--- config.mk ---
export PLATFORM = sky130hd
export DESIGN_NAME = sram_bus_arbiter
export DESIGN_NICKNAME = d
export VERILOG_FILES = /design/src/rtl/sram_bus_arbiter.sv
export SDC_FILE = /design/constraint.sdc
export NUM_CORES = 1
export LEC_CHECK = 0
export CORE_ASPECT_RATIO = 0.7
export CORE_MARGIN = 3
export CORE_UTILIZATION = 39
export DETAILED_ROUTE_END_ITERATION = 16
export GPL_TIMING_DRIVEN = 0
export PLACE_DENSITY = 0.86
export RECOVER_POWER = 50
export SLEW_MARGIN = 5
export SYNTH_ARGS = -nofsm -noshare
export SYNTH_HDL_FRONTEND = slang
export SYNTH_SLANG_ARGS = --single-unit
--- constraint.sdc ---
create_clock -name clk -period 2.4 [get_ports clk]
set_input_delay 0.24 -clock clk [delete_from_list [all_inputs] [get_ports clk]]
set_output_delay 0.24 -clock clk [all_outputs]
set_load 0.1 [all_outputs]
--- src/rtl/sram_bus_arbiter.sv ---
// ---------------------------------------------------------------------------
// sram_bus_arbiter
//   Shares one external asynchronous SRAM between the CPU instruction bus
//   (read-only) and data bus (read/write). Each transaction runs
//   IDLE -> ACCESS (WAIT_CYC+1 cycles) -> ACK (1 cycle) -> IDLE.
//   Every SRAM pin and both acks come straight from flops.
//
// Parameters
//   ADDR_W    SRAM word-address width (master byte address bits [ADDR_W+1:2])
//   WAIT_CYC  extra SRAM access cycles, 0..15
//
// Ports
//   clk, rst_n                 clock, synchronous active-low reset
//   i_cyc_i/i_stb_i/i_adr_i    instruction bus request
//   i_dat_o/i_ack_o            instruction read data / acknowledge
//   d_cyc_i/d_stb_i/d_we_i     data bus request
//   d_sel_i/d_adr_i/d_dat_i    data byte selects / address / write data
//   d_dat_o/d_ack_o            data read data / acknowledge
//   sram_ce_n/oe_n/we_n/be_n   SRAM strobes, active-low
//   sram_addr                  SRAM word address
//   sram_dq_o/sram_dq_oe       SRAM write data and its drive enable
//   sram_dq_i                  SRAM read data
// ---------------------------------------------------------------------------
module sram_bus_arbiter #(
    parameter int ADDR_W   = 20,
    parameter int WAIT_CYC = 1
) (
    input  logic              clk,
    input  logic              rst_n,
    input  logic              i_cyc_i,
    input  logic              i_stb_i,
    input  logic [31:0]       i_adr_i,
    output logic [31:0]       i_dat_o,
    output logic              i_ack_o,
    input  logic              d_cyc_i,
    input  logic              d_stb_i,
    input  logic              d_we_i,
    input  logic [3:0]        d_sel_i,
    input  logic [31:0]       d_adr_i,
    input  logic [31:0]       d_dat_i,
    output logic [31:0]       d_dat_o,
    output logic              d_ack_o,
    output logic              sram_ce_n,
    output logic              sram_oe_n,
    output logic              sram_we_n,
    output logic [3:0]        sram_be_n,
    output logic [ADDR_W-1:0] sram_addr,
    output logic [31:0]       sram_dq_o,
    output logic              sram_dq_oe,
    input  logic [31:0]       sram_dq_i
);

    localparam logic [1:0] S_IDLE   = 2'd0;
    localparam logic [1:0] S_ACCESS = 2'd1;
    localparam logic [1:0] S_ACK    = 2'd2;

    localparam logic [3:0] WAIT_LD = WAIT_CYC[3:0];

    logic [1:0]  state;
    logic [3:0]  wait_cnt;
    logic        gnt_d;       // current transaction belongs to the data bus
    logic        last_gnt_d;  // previous grant went to the data bus
    logic        acc_we;      // current transaction is a write
    logic [31:0] rdata;       // shared read-data register

    logic i_req;
    logic d_req;
    logic pick_d;

    assign i_req = i_cyc_i & i_stb_i;
    assign d_req = d_cyc_i & d_stb_i;

    // Data has priority unless it also had the previous grant and the
    // instruction bus is waiting: gives strict alternation under contention.
    assign pick_d = d_req & ~(last_gnt_d & i_req);

    assign i_dat_o = rdata;
    assign d_dat_o = rdata;

    // Address bits outside the SRAM word range are intentionally ignored.
    logic unused_adr_bits;
    assign unused_adr_bits = &{1'b0, i_adr_i[31:ADDR_W+2], i_adr_i[1:0],
                               d_adr_i[31:ADDR_W+2], d_adr_i[1:0]};

    always_ff @(posedge clk) begin
        if (!rst_n) begin
            state      <= S_IDLE;
            wait_cnt   <= '0;
            gnt_d      <= 1'b0;
            last_gnt_d <= 1'b0;
            acc_we     <= 1'b0;
            rdata      <= '0;
            i_ack_o    <= 1'b0;
            d_ack_o    <= 1'b0;
            sram_ce_n  <= 1'b1;
            sram_oe_n  <= 1'b1;
            sram_we_n  <= 1'b1;
            sram_be_n  <= 4'hF;
            sram_addr  <= '0;
            sram_dq_o  <= '0;
            sram_dq_oe <= 1'b0;
        end else begin
            case (state)
                S_IDLE: begin
                    i_ack_o <= 1'b0;
                    d_ack_o <= 1'b0;
                    if (i_req || d_req) begin
                        state      <= S_ACCESS;
                        wait_cnt   <= WAIT_LD;
                        gnt_d      <= pick_d;
                        last_gnt_d <= pick_d;
                        sram_ce_n  <= 1'b0;
                        if (pick_d) begin
                            sram_addr <= d_adr_i[ADDR_W+1:2];
                            acc_we    <= d_we_i;
                            if (d_we_i) begin
                                sram_we_n  <= 1'b0;
                                sram_oe_n  <= 1'b1;
                                sram_be_n  <= ~d_sel_i;
                                sram_dq_o  <= d_dat_i;
                                sram_dq_oe <= 1'b1;
                            end else begin
                                sram_we_n  <= 1'b1;
                                sram_oe_n  <= 1'b0;
                                sram_be_n  <= 4'h0;
                                sram_dq_oe <= 1'b0;
                            end
                        end else begin
                            // instruction port is read-only
                            sram_addr  <= i_adr_i[ADDR_W+1:2];
                            acc_we     <= 1'b0;
                            sram_we_n  <= 1'b1;
                            sram_oe_n  <= 1'b0;
                            sram_be_n  <= 4'h0;
                            sram_dq_oe <= 1'b0;
                        end
                    end
                end

                S_ACCESS: begin
                    if (wait_cnt == 4'd0) begin
                        state      <= S_ACK;
                        sram_ce_n  <= 1'b1;
                        sram_oe_n  <= 1'b1;
                        sram_we_n  <= 1'b1;
                        sram_be_n  <= 4'hF;
                        sram_dq_oe <= 1'b0;
                        if (!acc_we)
                            rdata <= sram_dq_i;
                        // A master that dropped cyc has aborted: the SRAM
                        // cycle still finishes but no ack is returned.
                        if (gnt_d)
                            d_ack_o <= d_cyc_i;
                        else
                            i_ack_o <= i_cyc_i;
                    end else begin
                        wait_cnt <= wait_cnt - 4'd1;
                    end
                end

                S_ACK: begin
                    i_ack_o <= 1'b0;
                    d_ack_o <= 1'b0;
                    state   <= S_IDLE;
                end

                default: begin
                    state <= S_IDLE;
                end
            endcase
        end
    end

endmodule
== After elaboration in Yosys (flattened, before gate mapping) ==
Cells that the tools add are included.
Operators by class
  $add $sub $neg: 1
  equality and inequality tests: 7
  muxes and demuxes: 32
  bitwise operators: 7
  reduce and logical (&&, ||, !) cells: 14
Operators by type and width (count)
  $mux W4: 6
  $mux W20: 1
  $pmux W4 S2: 2
  $reduce_and A3 Y1: 5
  $mux W1: 14
  $pmux W1 S2: 6
  $ne A2 B2 Y1 const B: 5
  $and A1 B1 Y1: 4
  $logic_not A4 Y1: 1
  $mux W2: 2
  $not A4 Y4: 1
  $pmux W2 S2: 1
  $reduce_and A2 Y1: 2
  $reduce_and A4 Y1: 1
  $reduce_bool A2 Y1: 2
  $sub A4 B1 Y4 const B: 1
  $eq A2 B1 Y1 const B: 1
  $eq A2 B2 Y1 const B: 1
  $logic_not A2 Y1: 1
  $not A1 Y1: 2
  $reduce_or A2 Y1: 1
  $logic_or A1 B1 Y1: 1
Word-level totals
  flip-flop bits (word level): 102
  input port bits: 139
  output and inout bits: 126

== Longest topological paths before layout ==
  depth after elaboration: 7
  mapped depth: 7
  gate-level depth less buffers: 5

== Least setup slack after synthesis ==
Ideal clock, no wire load.
  kind: reg-to-reg
  start point: reg wait_cnt[0]
  end point: reg rdata[10] (netlist: d_dat_o[10])
  library setup time: 0.072 ns
  arrival: 1.715 ns
  data required time: 2.328 ns
  setup slack: 0.613 ns
  stages on the path, launching flop included: 8
  clock period less this slack: 1.787 ns
  cells stage by stage: dfxtp_1 -> inv_1 -> ha_1 -> or3b_1 -> buf_6 -> nor3_4 -> buf_8 -> mux2i_1
Between the ends
  cells in the longest elaborated chain, start to end: 2
RTL lines
  start: declaration: line 60  | logic [3:0] wait_cnt;
  start signal: assignment: line 157  | wait_cnt <= wait_cnt - 4'd1;
  $logic_not A4 Y1: line 141  | if (wait_cnt == 4'd0) begin
  $reduce_and A3 Y1 (no source line)
  end signal: assignment: line 149  | rdata <= sram_dq_i;
  end: declaration: line 64  | logic [31:0] rdata;
Every way passes these cells.
A chain may end at the register's enable or synchronous reset.

== Final worst setup path ==
  start point: reg rdata[27] (netlist: d_dat_o[27])
  end point: out i_dat_o[27]
RTL lines
  end: declaration: line 33  | output logic [31:0] i_dat_o,
No word-level cell between the ends.

==> out/qor_table.md <==
| Step | Result | This run |
|---|---|---|
| final layout | Commonest non-fill, non-tap cells in the layout | clkdlybuf4s50_1 (197), nand2_1 (132), dfxtp_1 (102), mux2i_1 (64), dlygate4sd3_1 (42) |
| min path | Sink of the worst hold path | sram_dq_o[3] |
| synth | Cells after Synth | 497 |
| worst setup path | Slowest Stage Delay on Critical Path | 1120 ps |
| floorplanning | Horizontal extent of the die | 136 µm |
| timing | Pins Over Slew Limit | 0 |
| final layout | FF/Latch Area | 2040 µm² |
| global route | Number of antenna violations at the first check in global routing | 0 |
| final layout | Fin util | 0.668 |
| worst setup path | Critical path endpoint category | output port |
| timing | Final hold vios | 0 |
| place | Detail Placement HPWL | 11600 µm |
| synth | Main synth FF type | dfxtp_1 |
| timing | Fmax achieved | 457 MHz |
| clock network | Hold-fix buffer count after cts | 0 |
| floorplanning | Core area | 11300 µm² |
| worst setup path | WP buf/inv | 2 |
| worst setup path | Required arrival time at the worst endpoint | 2160 ps |
| worst setup path | Critical path class | flop to output port |
| synth | Count of cell types in the netlist | 42 |
| final layout | Most common library cell in the layout ignoring fill and taps | clkdlybuf4s50_1 |
| timing | Post-layout min period | 2190 ps |
| final layout | Post-route cell area | 7570 µm² |
| clock network | Post-CTS repair timing setup buffer count | 0 |
| timing | Setup repair after global routing missed its margin | no |
| timing | Worst relative slew slack | 0.308 |
| place | Port-buffer cells | 239 |
| worst setup path | Worst-path cell chain | buf_4 -> clkdlybuf4s50_1 |
| clock network | Clock input transition at the sequential cells of the worst setup and hold paths | 70 ps |
| synth | Most area-hungry cell type in the Yosys netlist | dfxtp_1 |
| worst setup path | Peak fanout along the critical path | 3 |
| clock network | CTS Buffer Depth | 2 |
| power and ir drop | Power per cell area | 734 nW/µm² |
| clock network | Maximum level of the CTS H-tree | 3 |
| clock network | Worst-Skew Late Latency | 330 ps |
| synth | Number of flops mapped to enable cells by yosys | 0 |
| clock network | Clock root cell | clkbuf_16 |
| worst setup path | Slowest CP cell | clkdlybuf4s50_1 |
| final layout | Total number of nets in the final design | 887 |
| floorplanning | Initial core utilization | 0.410 |
| worst setup path | Setup slack on the worst flop-to-flop path | 300 ps |
| place | Post-Place Cell Area | 7230 µm² |
| synth | Proportion of synthesized flip-flops having asynchronous set or reset | 0 |
| drt | Detailed-route wire length per cell | 16.6 µm |
| synth | Syn_nets | 637 |
| run | Max-cap viol count | 0 |
| final layout | Multi-input combinational cell area | 2120 µm² |
| final layout | ANT cells | 0 |
| drt | First-iteration detailed-routing DRC count | 151 |
| drt | Drt pass-1 iters | 4 |
| final layout | Share of cells above drive strength 1 | 0.101 |
| min path | Origin of the worst min-delay path | d_dat_i[3] |
| drt | DRC Markers | 0 |
| synth | Average instance area after synthesis | 9.34 µm² |
| worst setup path | Worst reg2reg path endpoint | d_dat_o[17] |
| final layout | Area Growth Syn to Fin | 63.0% |
| timing | Worst clock skew | 8.78 ps |
| clock network | CTS tree | done |
| clock network | Count of clock tree sinks | 102 |
| synth | Ranking of synthesized cells by area | dfxtp_1 (44%), mux2i_1 (14%), nand2_1 (11%), buf_4 (5.7%), a311o_1 (4.3%) |
| worst setup path | R2R depth | 7 |
| floorplanning | Overall die height | 97.3 µm |
| worst setup path | Data arrival time of the critical path | 1950 ps |
| global route | Global-route usage over all layers | 0.219 |
| min path | Worst Hold Depth | 3 |
| place | Total instance count after detailed placement | 889 |
| timing | Setup-violating endpoint count in the final report | 0 |
| timing | Setup total negative slack | 0 ps |
| drt | Via density | 5.11 |
| global route | Vias in the first global route | 4643 |
| synth | Yosys warnings | 0 |
| global route | Maximum number of pins on one net before global-route repair | 17 |
| floorplanning | Standard-cell rows | 32 |
| power and ir drop | Worst vdd rail ir drop | 0.389 mV |
| final layout | Total of fill cells in the finished design | 913 |
| min path | Path class of the lowest-slack min-delay path | input port to flop |
| timing | Transition at the pin with the smallest max-transition slack | 1040 ps |
| drt | Routed Antenna Nets | 0 |
| global route | GRT Residual Overflow | 0 |
| synth | Number of storage elements in the synthesis netlist | 102 |
| synth | Portion of synthesized cell area occupied by the leading cell type | 0.440 |
| floorplanning | Total I/O pin count | 265 |
| floorplanning | Die area | 13300 µm² |
| worst setup path | Kind of cell adding the most delay to the critical path | buffers and inverters |
| clock network | Number of cells upsized or downsized after cts | 0 |
| worst setup path | Nature of the critical path startpoint | flop |
| final layout | Number of standard cells in the final layout excluding fillers | 905 |
| power and ir drop | Leakage | 2.90 nW |
| worst setup path | Worst flop-to-flop path startpoint | wait_cnt[0] |
| global route | First-pass GRT wire length | 23600 µm |
| synth | Post-synth design cell area | 4640 µm² |
| clock network | Number of clock buffers inserted by TritonCTS | 9 |
| drt | Via Count | 4629 |
| synth | Fraction of the yosys area taken by sequential cells | 0.440 |
| run status | Outcome | completed |
| place | Placer Congestion | 0.846 |
| drt | Overall routed net length | 15000 µm |
| timing | Tcrit/Tclk final | 0.913 |
## cell type report
cell class,count,area share
multi-input cells,314,0.280
clock buffers,11,0.0321
repair buffers,239,0.316
well taps,153,0.0253
clock inverters,5,0.0141
flip-flops and latches,102,0.270
plain buffers,77,0.0605
inverters,4,0.00198
## state kept, by name, indices dropped and copies added (netlist names), 2 cells and up
| register | cells |
|---|---|
| sram_be_n | 4 |
| sram_dq_o | 32 |
| sram_addr | 20 |
| d_dat_o | 32 |
| wait_cnt | 4 |
| state | 2 |
## through the flow
| step | hold WS, ps | setup WS, ps | power, mW |
|---|---|---|---|
| finish | 451 | 210 | 5.56 |
| global route | 449 | 153 | 5.75 |
| detailed placement | 447 | 189 | 3.94 |
| global placement | 441 | 246 | 3.90 |
| floorplan | 372 | 613 | 3.36 |
| CTS | 441 | 189 | 5.62 |
## cells by family (layout without fill, tap and decap cells)
kind of cell	Yosys count	in the layout	synth area share
mux	64	64	0.138
buf+inv	81	336	0.103
compound gates	95	95	0.177
fa+ha+maj	1	1	0.00269
flops	102	102	0.440
simple gates	154	154	0.140
## worst reg2reg max path: cells and delay by family (launching register included)
| family | cells | cell delay [ps] |
|---|---|---|
| simple gates | 2 | 820 |
| buf+inv | 3 | 440 |
| mux | 1 | 240 |
| fa+ha+maj | 1 | 200 |
| flops | 1 | 330 |
## how the worst max path moves through the flow
stage                        end   startpoint  slack, ps  cells after the start
floorplan            d_dat_o[10]  wait_cnt[0]        610                      7
CTS                  i_dat_o[27]  d_dat_o[27]        190                      2
detailed placement  sram_be_n[1]      d_cyc_i        190                      6
global placement    sram_be_n[0]      d_cyc_i        250                      6
finish               i_dat_o[27]  d_dat_o[27]        210                      2
global route          i_dat_o[8]   d_dat_o[8]        150                      2
## synthesized netlist by cell type, drive strengths merged, types with 3 or more instances
library cell / count
a21boi: 25
buf: 41
inv: 4
mux2i: 64
o21ai: 12
nand3: 3
o211ai: 4
nand2: 132
clkbuf: 36
and2: 3
a311o: 20
dfxtp: 102
o221a: 20
## report_power, final
group / switching [mW] / total [mW] / internal, mW
registers: 0.0742 / 1.88 / 1.81
clock network: 0.632 / 1.68 / 1.05
logic: 1.39 / 1.99 / 0.602
total: 2.10 / 5.56 / 3.46
## routing by layer
layer	global-route usage	wire [µm]	part of all wire	up-vias
li1	-	-	-	2217
met1	0.260	6080	0.41	2186
met2	0.374	7250	0.48	198
met3	0.0813	1400	0.093	28
met4	0.0558	295	0.020	0
met5	0	0	0	-
Note: power is estimated with default switching activity, not from simulation.
